<file path="config.mk">
export PLATFORM = sky130hd
export DESIGN_NAME = rob_retire_ctrl
export DESIGN_NICKNAME = d
export VERILOG_FILES = /design/src/rtl/rob_retire_ctrl.sv
export SDC_FILE = /design/constraint.sdc
export NUM_CORES = 1
export LEC_CHECK = 0
export ABC_AREA = 0
export ABC_CLOCK_PERIOD_IN_PS = 3500
export BUFFER_PORTS_ARGS = -buffer_cell sky130_fd_sc_hd__buf_2
export CORE_ASPECT_RATIO = 1.2
export CORE_UTILIZATION = 40
export DETAILED_ROUTE_END_ITERATION = 7
export HOLD_SLACK_MARGIN = 0.15
export PLACE_DENSITY = 0.71
export SYNTH_ARGS = -nofsm -noshare
export SYNTH_HDL_FRONTEND = slang
export SYNTH_SLANG_ARGS = --single-unit
</file>
<file path="constraint.sdc">
create_clock -name clk -period 3.5 [get_ports clk]
set_input_delay 0 -clock clk [delete_from_list [all_inputs] [get_ports clk]]
set_output_delay 0 -clock clk [all_outputs]
set_load 0.05 [all_outputs]
</file>
<file path="src/rtl/rob_retire_ctrl.sv">
`default_nettype none
// ============================================================================
// Module      : rob_retire_ctrl
// Description : In-order retire controller downstream of the ROB; store
//               commit handshake, exception-to-trap conversion, instret.
// Revision    : 1.0 - initial release
// ============================================================================
module rob_retire_ctrl #(
    parameter int RETIRE_RATE = 2,
    parameter int PC_LEN      = 64,
    parameter int ECAUSE_LEN  = 5,
    parameter int CNT_LEN     = 64
) (
    input  logic                              clk,
    input  logic                              rst,
    input  logic [RETIRE_RATE-1:0]            head_valid,
    input  logic [RETIRE_RATE-1:0]            head_busy,
    input  logic [RETIRE_RATE-1:0]            head_exc,
    input  logic [RETIRE_RATE-1:0]            head_is_store,
    input  logic [RETIRE_RATE*ECAUSE_LEN-1:0] head_ecause,
    input  logic [RETIRE_RATE*PC_LEN-1:0]     head_pc,
    input  logic                              st_commit_ready,
    output logic                              st_commit_valid,
    output logic [$clog2(RETIRE_RATE):0]      retire_cnt,
    output logic                              flush,
    output logic                              trap_valid,
    output logic [PC_LEN-1:0]                 trap_pc,
    output logic [ECAUSE_LEN-1:0]             trap_cause,
    output logic [CNT_LEN-1:0]                instret
);

    localparam int CW = $clog2(RETIRE_RATE) + 1;

    typedef enum logic [1:0] {
        RUN   = 2'd0,
        TRAP  = 2'd1,
        DRAIN = 2'd2
    } state_t;

    state_t                  state_q, state_d;
    logic [PC_LEN-1:0]       trap_pc_q, trap_pc_d;
    logic [ECAUSE_LEN-1:0]   trap_cause_q, trap_cause_d;
    logic [CNT_LEN-1:0]      instret_q;

    logic [CW-1:0]           w_scan_cnt;
    logic                    w_scan_st_valid;
    logic                    w_scan_exc;
    logic [PC_LEN-1:0]       w_exc_pc;
    logic [ECAUSE_LEN-1:0]   w_exc_cause;
    logic                    w_stop;
    logic                    w_store_seen;

    // In-order scan: stops at the first slot that cannot retire; at most
    // one store may commit per cycle.
    always_comb begin
        w_scan_cnt      = '0;
        w_scan_st_valid = 1'b0;
        w_scan_exc      = 1'b0;
        w_exc_pc        = '0;
        w_exc_cause     = '0;
        w_stop          = 1'b0;
        w_store_seen    = 1'b0;
        for (int i = 0; i < RETIRE_RATE; i++) begin
            if (!w_stop) begin
                if (head_valid[i] && !head_busy[i] && head_exc[i]) begin
                    w_scan_exc  = 1'b1;
                    w_exc_pc    = head_pc[i*PC_LEN +: PC_LEN];
                    w_exc_cause = head_ecause[i*ECAUSE_LEN +: ECAUSE_LEN];
                    w_stop      = 1'b1;
                end else if (!head_valid[i] || head_busy[i]) begin
                    w_stop = 1'b1;
                end else if (head_is_store[i]) begin
                    if (w_store_seen) begin
                        w_stop = 1'b1;
                    end else begin
                        w_store_seen    = 1'b1;
                        w_scan_st_valid = 1'b1;
                        if (st_commit_ready) begin
                            w_scan_cnt = w_scan_cnt + CW'(1);
                        end else begin
                            w_stop = 1'b1;
                        end
                    end
                end else begin
                    w_scan_cnt = w_scan_cnt + CW'(1);
                end
            end
        end
    end

    always_comb begin
        state_d         = state_q;
        trap_pc_d       = trap_pc_q;
        trap_cause_d    = trap_cause_q;
        retire_cnt      = '0;
        st_commit_valid = 1'b0;
        flush           = 1'b0;
        trap_valid      = 1'b0;
        case (state_q)
            RUN: begin
                retire_cnt      = w_scan_cnt;
                st_commit_valid = w_scan_st_valid;
                if (w_scan_exc) begin
                    trap_pc_d    = w_exc_pc;
                    trap_cause_d = w_exc_cause;
                    state_d      = TRAP;
                end
            end
            TRAP: begin
                flush      = 1'b1;
                trap_valid = 1'b1;
                state_d    = DRAIN;
            end
            DRAIN:   state_d = RUN;
            default: state_d = RUN;
        endcase
    end

    always_ff @(posedge clk) begin
        if (rst) begin
            state_q      <= RUN;
            trap_pc_q    <= '0;
            trap_cause_q <= '0;
            instret_q    <= '0;
        end else begin
            state_q      <= state_d;
            trap_pc_q    <= trap_pc_d;
            trap_cause_q <= trap_cause_d;
            instret_q    <= instret_q + CNT_LEN'(retire_cnt);
        end
    end

    assign trap_pc    = trap_pc_q;
    assign trap_cause = trap_cause_q;
    assign instret    = instret_q;

endmodule
`default_nettype wire

</file>
==> metrics.md <==
| Metric | Value |
|---|---|
| Status | `finished clean` |
| Clk_skew | `approximately 7.6 ps` |
| Final setup fails | `0` |
| Overall power | `approximately 4 mW` |
| # DRC | `0` |
| Post-synthesis cell count | `698` |
| Ys Warns | `0` |
| Crit. End Element | `flip-flop` |
| Clk slew on worst S/H paths | `about 60 ps` |
| TritonCTS clock tree | `yes` |
| Root Buffer | `clkbuf_16` |
| Switch Pwr | `roughly 1 mW` |
| M2 GR Usage | `0.473` |
| Die H | `between 100 and 150 um` |
| Final GP Congestion | `roughly 0.9` |
| Core area | `around 15000 sq um` |
| First-pass GRT wire length | `~33000 um` |
| Internal power of the cells | `2.99 mW` |
| Cell Area, Synth | `a little over 6000 sq um` |
| Yosys top cell area share | `0.448` |
| Clock latency on the worst-skew pair | `roughly 420 ps` |
| Worst Path Max Fanout | `9` |
| H-tree levels | `4` |
| Post-route design area | `9640 sq um` |
| Clock Path Buffers | `2` |
| Synth cell types | `40` |
| Post-synth top flop | `dfxtp_1` |
| Mapped Nets | `850` |
| Ant diodes | `0` |
| Routed WL | `between 20000 and 25000 um` |
| Die area | `approximately 16000 sq um` |
| Most common cell in the netlist | `dfxtp_1` |
| Slew Limit Fails | `0` |
| Worst Path Buf+Inv | `1` |
| Met3 GRT Util | `0.0642` |
| Initial Util | `0.415` |
| Grt ovf | `0` |
| Clk sinks | `roughly 140` |
| Max-slew headroom at the worst pin | `0.232` |
| Avg Vias per Cell | `around 5.4` |
| EDFF count, synth | `0` |
| Sequential power share | `0.400` |
| Mean Syn Cell Area | `8.65 sq um` |
| Row count | `48` |
| Synthesis-stage register bit count | `roughly 140` |
| Top cell family by delay on the critical path | `simple AND/OR/NAND/NOR gates` |
| PwrDens | `417 nW/um^2` |
| Largest net degree at the start of global routing | `140` |
| Share of flip-flops with an asynchronous set or reset | `0` |
| Routed len/inst | `roughly 16 um` |
| Tmin final | `3210 ps` |
| Initial antenna violation count | `1` |
| Met1 Usage GRT | `0.311` |
| Highest-delay cell along the critical path | `or3_1` |
| Commonest cells post-synth | `dfxtp_1 (135), nor2_1 (117), a211oi_1 (69), a22oi_1 (69), clkbuf_1 (40)` |
| DR pass1 iterations | `7` |
| Hold crit path type | `input pin to flip-flop` |
| PortBufs | `around 290` |
| Fin Setup TNS | `0 ps` |
| Seq/Total Area, Yosys | `0.448` |
| Critical path data required time | `roughly 3800 ps` |
| Max Cap Viol | `0` |
| Area Overhead vs Synth | `59.7%` |
| Gate power share | `0.141` |
| Critical setup path kind | `flip-flop to flip-flop` |
| Area contributors post-synth | `dfxtp_1 (45%), a211oi_1 (8.6%), a22oi_1 (8.6%)` |
| DRT iter0 DRCs | `around 540` |
| CTS Buf Count | `17` |
| Register area | `2700 sq um` |
| CP max stage delay | `between 400 and 500 ps` |
| Final hold violation count | `0` |
| Slew @ Worst Pin | `around 1200 ps` |
| Maximum VDD drop | `about 290 uV` |
| Fmax | `~310 MHz` |
| Leakage | `3.90 nW` |
| Post-synth top area cell | `dfxtp_1` |
| IO Pins | `roughly 290` |
| RSZ-0062 raised after global routing | `false` |
| Period Utilization, post-route | `0.917` |
| Placed Area | `7630 sq um` |
| Most crowded layer after global routing | `met2` |
| Layout Nets | `about 1300` |
| # fillers | `between 1000 and 1500` |
| Worst-path cell chain | `nor4_2 > and3_1 > ha_1 > inv_1 > fa_1 > and4b_1 > and4_1 > nand3_1 > or3_1 > a21oi_1` |
| Clk pwr share | `0.460` |
| Die width | `roughly 110 um` |
| Hold WS | `around 160 ps` |
| Area of the multi-input gates | `between 3000 and 4000 sq um` |
| Post-DRT Antenna Nets | `0` |
| Layout cells sized above 1 | `0.304` |
| Worst Path Arrival | `between 3000 and 4000 ps` |
| Vias in the first global route | `6754` |
| Startpoint Class | `flip-flop` |
| Gr usage total | `0.276` |
| Sw Share | `0.256` |
| Detailed placement HPWL | `13500 um` |
| Via count | `roughly 7100` |
[registers in the layout, summed over array words and instances (netlist names)]
| signal | flops |
|---|---|
| instret | 64 |
| trap_pc | 64 |
| trap_cause | 5 |
| state_q | 2 |
[power groups by stage]
stage / sequential (mW) / clock [mW] / combinational (mW)
after global routing: 1.61 / 1.95 / 0.592
after floorplan: 1.79 / 0 / 0.130
after detailed placement: 1.64 / 0 / 0.452
final: 1.61 / 1.85 / 0.565
after global placement: 1.63 / 0 / 0.448
after CTS: 1.60 / 1.88 / 0.542
[per-stage QoR]
step           setup slack [ps]  std cells   util
6_report                    289       1315  0.663
5_1_grt                    28.8       1315  0.663
4_1_cts                     171       1314  0.662
3_5_place_dp                186       1144  0.525
3_3_place_gp                310       1144  0.525
2_1_floorplan              62.7        698      -
[cells in the final DEF (no fill, tap or decap), types with 12 or more instances in the layout]
cell type      count
a21oi_1           28
or3_1             19
a211oi_1          69
dfxtp_1          135
nand3_1           19
a22oi_1           69
buf_2            285
clkbuf_16         17
xor2_1            29
dlygate4sd3_1    138
nor2_1           116
o21ai_0           22
nand2_1           24
nand4_1           26
inv_1             12
[worst reg2reg max path, delay by kind of cell, from the launching register on]
| family | cells | cell delay [ps] |
|---|---|---|
| adders and majority gates | 2 | 600 |
| DFF | 1 | 350 |
| buffers and inverters | 1 | 60 |
| and+or+nand+nor | 6 | 1990 |
| AOI/OAI and AO/OA | 1 | 140 |
[worst paths after layout]
kind                                     from            end  slack (ps)  cells after the start
worst max-delay path               state_q[1]    instret[50]         290                     10
worst max register to register     state_q[1]    instret[50]         290                     10
worst min register to register  trap_cause[2]  trap_cause[2]         490                      2
worst min-delay path             head_busy[1]     instret[1]         160                      5
[final cells by class]
class / instances / area share
clock buffers: 19 / 0.0449
clock inverters: 13 / 0.0186
inverters: 12 / 0.00467
multi-input cells: 501 / 0.324
flip-flops and latches: 135 / 0.280
well taps: 200 / 0.0260
repair buffers: 435 / 0.302
[cells by family after synthesis]
kind of cell             share of synthesized area
adder cells (fa/ha/maj)                    0.00746
AND/OR/NAND/NOR                              0.227
buffers and inverters                       0.0406
flip-flops                                   0.448
XOR/XNOR                                    0.0522
AO/OA/AOI/OAI                                0.225
[per-layer routing]
metal,wire (um),up-vias
met5,13,-
met2,10300,355
met4,1220,2
met1,8430,3270
li1,-,3394
met3,1560,87
[repair_timing]
item / in CTS / in global routing
buffers inserted: 0 / 1
resized for setup: 0 / 1
hold endpoints to repair: 69 / 0
hold buffers: 138 / 0
setup endpoints to repair: 0 / 10
Note: power is estimated with default switching activity, not from simulation.
